[src/rtl/set_bit_iterator.sv]
// Walks the set bits of a captured vector, MSB first, one index per handshake.
// Ports: vec in (valid/ready), lod_vec/lod_index to an external detector,
//        idx out (valid/ready, last), remaining count, zero pulse, sticky err.
module set_bit_iterator #(
  parameter int DATA_WD = 8,
  parameter int IND_WD  = $clog2(DATA_WD)
) (
  input  logic               i_clk,
  input  logic               i_rst_n,
  input  logic               i_vec_valid,
  output logic               o_vec_ready,
  input  logic [DATA_WD-1:0] i_vec,
  output logic [DATA_WD-1:0] o_lod_vec,
  input  logic [IND_WD-1:0]  i_lod_index,
  output logic               o_idx_valid,
  input  logic               i_idx_ready,
  output logic [IND_WD-1:0]  o_idx,
  output logic               o_idx_last,
  output logic [IND_WD:0]    o_remaining,
  output logic               o_zero_pulse,
  output logic               o_err
);

  typedef enum logic {
    IDLE,
    ITER
  } state_t;

  state_t state_q;
  state_t state_d;

  logic [DATA_WD-1:0] rem_q;
  logic [DATA_WD-1:0] rem_d;
  logic [DATA_WD-1:0] hit_mask;
  logic [DATA_WD-1:0] rem_clr;
  logic               hit;
  logic               clr_empty;
  logic               err_d;
  logic               zero_d;

  // One-hot decode of the detector index; an out-of-range
  // index simply decodes to no bit.
  always_comb begin
    hit_mask = '0;
    for (int i = 0; i < DATA_WD; i++) begin
      hit_mask[i] = (IND_WD'(i) == i_lod_index);
    end
  end

  assign hit       = |(rem_q & hit_mask);
  assign rem_clr   = rem_q & ~hit_mask;
  assign clr_empty = ~|rem_clr;

  assign o_lod_vec = rem_q;
  assign o_idx     = i_lod_index;

  always_comb begin
    o_remaining = '0;
    for (int i = 0; i < DATA_WD; i++) begin
      o_remaining = o_remaining
                  + (IND_WD+1)'(rem_q[i]);
    end
  end

  always_ff @(posedge i_clk or negedge i_rst_n) begin
    if (!i_rst_n) begin
      state_q      <= IDLE;
      rem_q        <= '0;
      o_err        <= 1'b0;
      o_zero_pulse <= 1'b0;
    end else begin
      state_q      <= state_d;
      rem_q        <= rem_d;
      o_err        <= err_d;
      o_zero_pulse <= zero_d;
    end
  end

  always_comb begin
    state_d     = state_q;
    rem_d       = rem_q;
    err_d       = o_err;
    zero_d      = 1'b0;
    o_vec_ready = 1'b0;
    o_idx_valid = 1'b0;
    o_idx_last  = 1'b0;
    unique case (state_q)
      IDLE: begin
        o_vec_ready = 1'b1;
        rem_d       = '0;
        if (i_vec_valid) begin
          if (|i_vec) begin
            rem_d   = i_vec;
            state_d = ITER;
          end else begin
            zero_d  = 1'b1;
          end
        end
      end
      ITER: begin
        o_idx_valid = 1'b1;
        o_idx_last  = clr_empty;
        if (!hit) begin
          err_d = 1'b1;
        end
        if (i_idx_ready) begin
          rem_d = rem_clr;
          // A bogus index would leave rem_q unchanged;
          // bail out to IDLE instead of spinning.
          if (clr_empty || !hit) begin
            rem_d   = '0;
            state_d = IDLE;
          end
        end
      end
    endcase
  end

endmodule

[config.mk]
export PLATFORM = sky130hd
export DESIGN_NAME = set_bit_iterator
export DESIGN_NICKNAME = d
export VERILOG_FILES = /design/src/rtl/set_bit_iterator.sv
export SDC_FILE = /design/constraint.sdc
export NUM_CORES = 1
export LEC_CHECK = 0
export ABC_AREA = 1
export CORE_ASPECT_RATIO = 1.2
export CORE_MARGIN = 5
export CORE_UTILIZATION = 50
export CTS_BUF_LIST = sky130_fd_sc_hd__clkbuf_8
export DETAILED_ROUTE_END_ITERATION = 16
export PLACE_DENSITY = 0.84
export SYNTH_ARGS = -nofsm -noshare
export SYNTH_HDL_FRONTEND = slang
export SYNTH_SLANG_ARGS = --single-unit
[constraint.sdc]
create_clock -name i_clk -period 7.4 [get_ports i_clk]
set_clock_uncertainty 0.1 [all_clocks]
set_input_delay 1.48 -clock i_clk [delete_from_list [all_inputs] [get_ports i_clk]]
set_output_delay 1.48 -clock i_clk [all_outputs]
set_load 0.005 [all_outputs]
== Yosys cells after proc, flatten, opt, wreduce, memory -nomap -nowiden ==
Index checks and enable logic that the tools add are counted.
Storage, ports and cells
  bits in registers: 11
  word-level logic and storage cells: 48
  output and inout port bits: 20
  input bits: 15
Operators by class
  bitwise logic cells: 5
  muxes and demuxes: 16
  equal/unequal tests: 8
  reductions and logical operators: 8
  add/sub/neg operators: 7
Operator list (count)
  $mux W8: 4
  $reduce_or A8 Y1: 3
  $add A4 B1 Y4: 4
  $and A8 B8 Y8: 2
  $pmux W8 S2: 1
  $eq A3 B3 Y1 const A: 4
  $mux W1: 10
  $not A8 Y8: 1
  $eq A2 B3 Y1 const A: 2
  $add A3 B1 Y4: 1
  $add A2 B1 Y3: 1
  $eq A1 B3 Y1 const A: 1
  $logic_not A3 Y1: 1
  $add A1 B1 Y2: 1
  $logic_not A1 Y1: 2
  $ne A2 B2 Y1 const B: 1
  $not A1 Y1: 2
  $pmux W1 S2: 1
  $reduce_and A2 Y1: 1
  $logic_or A1 B1 Y1: 1

== Longest topological paths before layout ==
Gate-level depths: netlist of the first run.
  word-level depth: 9
  mapped depth: 9
  gate-level depth less buffers: 9

== Least setup slack after synthesis of the first run ==
No wires, ideal clock.
  path kind: reg2out
  from: register rem_q[0] (netlist: o_lod_vec[0])
  to: output o_remaining[2]
  setup slack: 3.156 ns
  data arrival time: 2.664 ns
  path buffers: 0
  required time: 5.820 ns
  cell stages (with the launch flop): 10
  cells stage by stage: dfrtp_1 -> fa_1 -> inv_1 -> fa_1 -> fa_1 -> inv_1 -> ha_1 -> inv_1 -> fa_1 -> xnor2_1
On the way
  word-level cells in the longest chain between the ends: 7
RTL lines
  start: declaration: RTL line 32  | logic [DATA_WD-1:0] rem_q;
  start signal: assignment: RTL line 73  | rem_q <= rem_d;
  $add A1 B1 Y2: RTL line 61  | + (IND_WD+1)'(rem_q[i]);
  $add A2 B1 Y3: RTL line 61
  $add A3 B1 Y4: RTL line 61
  $add A4 B1 Y4 (4 in a row): RTL line 61
  end: declaration: RTL line 19  | output logic [IND_WD:0] o_remaining,
Every way passes these cells.

== Worst setup path in the final report of the first run ==
Same ends and word-level chain as after synthesis.

==> results.py, run 1 <==
metrics = {
    "final_layout": {
        "drive_gt1_share_pct": 9.581,
        "area_delta_synth_final_pct": 35.09,
        "n_antenna_cell": 0,
        "fin_cells": 186,
        "layout.nets": 190,
    },
    "die": {
        "core-area_um2": 1872,
        "start_util_pct": 53.14,
        "io_pins": 35,
        "row_count": 17,
        "die-width_um": 50.72,
        "die_h_um": 58.86,
        "dieArea_um2": 2985,
    },
    "pwr": {
        "p_sw_share_pct": 42.95,
        "power_frac_seq_pct": 17.9,
        "switching_power_w": 0.0002922,
        "powerDensity_nw_per_um2": 506.2,
        "pwr-share-comb_pct": 73.2,
        "power.share.clock_pct": 8.8,
        "p_int_w": 0.0003881,
        "p_leak_nw": 0.6256,
        "vdd_drop_max_uv": 384.6,
    },
    "sta": {
        "hold_violations": 0,
        "setup_violations": 0,
        "finalSetupTns_ps": 0,
        "rsz0062_at_grt": "no",
        "period_minus_slack_ps": 5097,
        "max_freq_mhz": 196.2,
        "drv_slew": 0,
        "final.period_utilization_pct": 68.88,
        "tightestPinTransition_ps": 526.9,
        "slew_headroom_pct": 64.76,
    },
    "drt": {
        "dr.first_iter.drc_count": 47,
        "drc": 0,
        "drt_first_pass_iters": 4,
        "via_count": 1036,
        "wire_per_inst_um": 13.91,
        "wirelength_um": 2587,
        "vias_per_cell": 5.570,
        "ant_nets": 0,
    },
    "clock_tree": {
        "htreeDepth": 1,
        "cts.path.max_buffers": 2,
        "cts_hold_buf": 0,
        "cts_buffers": 3,
        "cts_resized": 0,
        "post_cts_buffers": 0,
        "path_clk_slew_ps": 50,
        "clkLatencyLatePin_ps": 240,
        "cts.sinks": 11,
        "root_buffer": "clkbuf_8",
        "cts_tree": "built",
    },
    "yosys": {
        "synth_nets": 158,
        "ys_seq_area_share_pct": 27.67,
        "yosys-top-cells-area": "dfrtp_1 28%, nand3_1 8.6%, a21oi_1 8.1%",
        "ys_types": 23,
        "synth-edff-count": 0,
        "synth_top_area_share_pct": 27.67,
        "netlist_instances": 136,
        "synth_flop_cell": "dfrtp_1",
        "yosysTopAreaCell": "dfrtp_1",
        "ys_warn_count": 0,
        "yosysMostFrequentCell": "nand2_1",
        "synth_area_per_cell_um2": 7.314,
        "syn_area_um2": 994.7,
        "ys_async_sr_fraction_pct": 100.0,
        "yosys-top-cells-count": "21 x nand2_1, 20 x nor2_1, 17 x nand3_1",
        "ys_seq_elements": 11,
    },
    "global_routing": {
        "antenna_found_initial": 0,
        "grt_pass1_wl_um": 4429,
        "grtUsageTotal_pct": 19.00,
        "grt_start_max_net_pins": 14,
        "use_met2_pct": 30.32,
        "use_met1_pct": 23.47,
        "grt-busiest-layer": "met2",
        "grt_use_met3_pct": 4.810,
        "grt_pass1_vias": 993,
        "grt-ovfl-total": 0,
    },
    "place": {
        "gp_congestion": 0.8901,
        "detailed_place_hpwl_um": 2002,
        "numPortBuffers": 34,
        "dp_cells": 182,
    },
    "worst_setup_path": {
        "rr_startpoint": "state_q$_DFF_PN0_",
        "crit_required_ps": 5820,
        "startpoint": "o_lod_vec[0]$_DFFE_PN0P_",
        "cp_data_arrival_time_ps": 3520,
        "critical_path_class": "flip-flop to output pin",
        "path_max_fanout": 5,
        "end_kind": "output pin",
        "start_kind": "flip-flop",
    },
    "flow_run": {
        "drv_cap": 0,
    },
    "outcome": {
        "status": "finished, final reports clean",
    },
    "hold_path": {
        "min-delay-start": "o_err$_DFFE_PN0P_",
        "hold_path.class": "flip-flop to flip-flop",
    },
}
## per-layer routing
metal,vias to the layer above,share of wire [%]
met5,-,0
li1,502,-
met3,10,7.3
met1,473,40
met4,0,3.6
met2,51,49
## state kept, by name, summed over array words and instances (netlist names)
register	count
o_err	1
state_q	1
o_zero_pulse	1
o_lod_vec	8
## kinds of logic (layout without fill, tap and decap cells)
family          after synthesis  after routing  synth area share, %
compound gates               18             18                9.686
flops                        11             11                27.67
xor+xnor                      1              1               0.8807
buf+inv                      24             55                12.45
simple gates                 75             75                37.48
fa+ha+maj                     7              7                11.82
## critical path, cell delays in order (launching register included)
cell             delay [ps]
dfrtp_1                 450
fa_1                    550
inv_1                    50
fa_1                    490
fa_1                    410
inv_1                    70
ha_1                    160
inv_1                    60
fa_1                    380
xnor2_1                 140
clkdlybuf4s50_1         520
## metrics by stage
stage	setup WS [ps]	total power [W]	hold WS (ps)	area (um2)	util (%)
2_1_floorplan	3156	0.0003816	367.8	994.7	-
3_3_place_gp	2393	0.0006052	361.6	1299	69.38
3_5_place_dp	2366	0.0006249	360.9	1299	69.38
4_1_cts	2267	0.0006930	381.5	1344	71.79
5_1_grt	2121	0.0007598	415.5	1344	71.79
6_report	2303	0.0006803	377.6	1344	71.79
## cells in the final DEF (no fill, tap or decap)
master	n
nor4_1	2
clkbuf_8	3
a21oi_2	1
nand2_4	2
nor2_2	3
dfrtp_1	11
a21oi_1	16
clkinv_1	1
xnor2_1	1
nor2_1	20
nand3_2	1
fa_1	4
nor2_8	1
nand3_1	17
inv_2	3
nand2_2	2
nand4_1	6
inv_1	14
o21bai_1	1
ha_1	3
nand2_1	21
clkdlybuf4s50_1	34
## worst paths after layout
kind                       cells after the start                  endpoint  slack (ps)
max                                           10            o_remaining[2]        2300
min                                            1         o_err$_DFFE_PN0P_         380
max reg2reg                                    5  o_lod_vec[1]$_DFFE_PN0P_        5820
min reg2reg                                    1         o_err$_DFFE_PN0P_         380
max in group asynchronous                      1  o_lod_vec[2]$_DFFE_PN0P_        5380
min in group asynchronous                      1  o_lod_vec[4]$_DFFE_PN0P_        1480
## power groups by stage
stage / registers [W] / clock network (W) / logic (W)
6_report: 0.000122 / 0.0000600 / 0.000498
2_1_floorplan: 0.000115 / 0 / 0.000267
5_1_grt: 0.000128 / 0.0000654 / 0.000566
4_1_cts: 0.000122 / 0.0000598 / 0.000511
3_5_place_dp: 0.000123 / 0 / 0.000502
3_3_place_gp: 0.000123 / 0 / 0.000482
## cell type report
class                           count  area (um2)
Multi-Input combinational cell    101       595.6
Fill cell                         150       528.0
Timing Repair Buffer               34       340.3
Sequential cell                    11       275.3
Inverter                           17       63.81
Clock buffer                        3       41.29
Tap cell                           19       23.77
Clock inverter                      1       3.754
(Power assumes the default switching activity.)
==> run 2, diff against run 1 <==
--- a/config.mk
+++ b/config.mk
@@ -8,10 +8,10 @@
 export ABC_AREA = 1
 export CORE_ASPECT_RATIO = 1.2
 export CORE_MARGIN = 5
-export CORE_UTILIZATION = 50
+export CORE_UTILIZATION = 46
 export CTS_BUF_LIST = sky130_fd_sc_hd__clkbuf_8
 export DETAILED_ROUTE_END_ITERATION = 16
-export PLACE_DENSITY = 0.84
+export PLACE_DENSITY = 0.78
 export SYNTH_ARGS = -nofsm -noshare
 export SYNTH_HDL_FRONTEND = slang
 export SYNTH_SLANG_ARGS = --single-unit
==> constraint.sdc (replaced) <==
create_clock -name i_clk -period 5.1 [get_ports i_clk]
set_clock_uncertainty 0.1 [all_clocks]
set_input_delay 1.02 -clock i_clk [delete_from_list [all_inputs] [get_ports i_clk]]
set_output_delay 1.02 -clock i_clk [all_outputs]
set_load 0.005 [all_outputs]
==> results.py, run 2 (synthesis gave the netlist of run 1 again) <==
metrics = {
    "outcome": {
        "status": "finished, final reports clean",
    },
    "clock_tree": {
        "path_clk_slew_ps": 50,
        "cts.sinks": 11,
        "clkLatencyLatePin_ps": 240,
        "cts_tree": "built",
        "root_buffer": "clkbuf_8",
        "cts_resized": 0,
        "cts_hold_buf": 0,
        "htreeDepth": 1,
        "cts.path.max_buffers": 2,
        "post_cts_buffers": 0,
        "cts_buffers": 3,
    },
    "die": {
        "die_h_um": 60.94,
        "io_pins": 35,
        "row_count": 18,
        "core-area_um2": 2072,
        "dieArea_um2": 3196,
        "start_util_pct": 48.01,
        "die-width_um": 52.45,
    },
    "place": {
        "gp_congestion": 0.8436,
        "pre_cts_slack_ps": 711.9,
        "detailed_place_hpwl_um": 2011,
        "numPortBuffers": 34,
    },
    "pwr": {
        "vdd_drop_max_uv": 608.9,
        "p_leak_nw": 0.6256,
        "powerDensity_nw_per_um2": 719.0,
    },
    "drt": {
        "drc": 0,
        "vias_per_cell": 5.223,
        "wirelength_um": 2482,
        "dr.first_iter.drc_count": 31,
        "via_count": 1029,
        "drt_first_pass_iters": 4,
        "wire_per_inst_um": 12.60,
        "ant_nets": 0,
    },
    "final_layout": {
        "nFillCells": 202,
        "drive_gt1_share_pct": 9.581,
        "largest_reg_flops": 8,
        "layout_common_cells": "34 x clkdlybuf4s50_1, 21 x nand2_1, 20 x nor2_1",
        "layout_commonest_cell": "clkdlybuf4s50_1",
        "layout.nets": 190,
        "area_delta_synth_final_pct": 36.48,
        "n_antenna_cell": 0,
    },
    "worst_setup_path": {
        "start_kind": "flip-flop",
        "r2r_cells": 5,
        "crit_required_ps": 3980,
        "path_max_fanout": 5,
        "critical_path_class": "flip-flop to output pin",
        "end_kind": "output pin",
        "cp_data_arrival_time_ps": 3500,
    },
    "global_routing": {
        "grt-ovfl-total": 0,
        "grtUsageTotal_pct": 16.96,
        "antenna_found_initial": 0,
        "grt_pass1_vias": 996,
        "grt_start_max_net_pins": 14,
        "grt_pass1_wl_um": 4105,
    },
    "sta": {
        "max_freq_mhz": 216.2,
        "final.period_utilization_pct": 90.68,
        "tightestPinTransition_ps": 532.3,
        "setup_ws_ps": 475.5,
        "slew_headroom_pct": 64.40,
        "rsz0062_at_grt": "no",
        "drv_slew": 0,
        "hold_violations": 0,
        "finalSetupTns_ps": 0,
        "period_minus_slack_ps": 4624,
        "setup_violations": 0,
    },
    "flow_run": {
        "drv_cap": 0,
    },
    "hold_path": {
        "hold_path.class": "flip-flop to flip-flop",
        "hold_depth": 1,
    },
}
[run 2: stage by stage]
step                std cells  utilization (%)  hold slack (ps)  instance area (um2)   power, W
CTS                       197            65.52            389.4                 1358  0.0009898
detailed placement        193            63.35            372.4                 1313  0.0008951
global route              197            65.52            422.0                 1358   0.001086
finish                    197            65.52            381.9                 1358  0.0009761
global placement          193            63.35            360.9                 1313  0.0008743
floorplan                 136                -            367.8                994.7  0.0005536
[run 2: metal layers]
layer | global-route usage [%] | share of wire (%) | vias up | wire length (um)
met5 | 0 | 0 | - | 0
met4 | 9.124 | 2.9 | 0 | 72
met2 | 32.62 | 52 | 44 | 1302
li1 | - | - | 506 | -
met1 | 18.09 | 39 | 472 | 980
met3 | 1.229 | 5.1 | 7 | 126
[run 2: cell type report]
| class | instances | area [um2] | share of cell area (%) |
|---|---|---|---|
| Inverter | 17 | 63.81 | 4.700 |
| Clock buffer | 3 | 41.29 | 3.041 |
| Tap cell | 30 | 37.54 | 2.765 |
| Clock inverter | 1 | 3.754 | 0.2765 |
| Multi-Input combinational cell | 101 | 595.6 | 43.87 |
| Timing Repair Buffer | 34 | 340.3 | 25.07 |
| Sequential cell | 11 | 275.3 | 20.28 |
[run 2: final timing paths]
| check | start | endpoint | slack [ps] |
|---|---|---|---|
| setup / recovery | o_lod_vec[0]$_DFFE_PN0P_ | o_remaining[2] | 480 |
| hold / removal | o_err$_DFFE_PN0P_ | o_err$_DFFE_PN0P_ | 380 |
| setup reg to reg | state_q$_DFF_PN0_ | o_lod_vec[1]$_DFFE_PN0P_ | 3520 |
| hold reg to reg | o_err$_DFFE_PN0P_ | o_err$_DFFE_PN0P_ | 380 |
| max in group asynchronous | i_rst_n | o_lod_vec[4]$_DFFE_PN0P_ | 3530 |
| min in group asynchronous | i_rst_n | o_zero_pulse$_DFF_PN0_ | 1020 |
[run 2: critical path, cell delays in order (launching register included)]
cell and delay [ps]:
dfrtp_1 430, fa_1 540, inv_1 50, fa_1 490, fa_1 410, inv_1 70, ha_1 170, inv_1 60
fa_1 370, xnor2_1 150, clkdlybuf4s50_1 530
[run 2: where the power goes]
| part | switching [W] | leakage (nW) | total [W] | internal [W] |
|---|---|---|---|---|
| Clock | 0.0000312 | 0.0269 | 0.0000839 | 0.0000527 |
| Combinational | 0.000335 | 0.463 | 0.000720 | 0.000385 |
| Sequential | 0.0000497 | 0.136 | 0.000172 | 0.000122 |
| Total | 0.000416 | 0.626 | 0.000976 | 0.000560 |
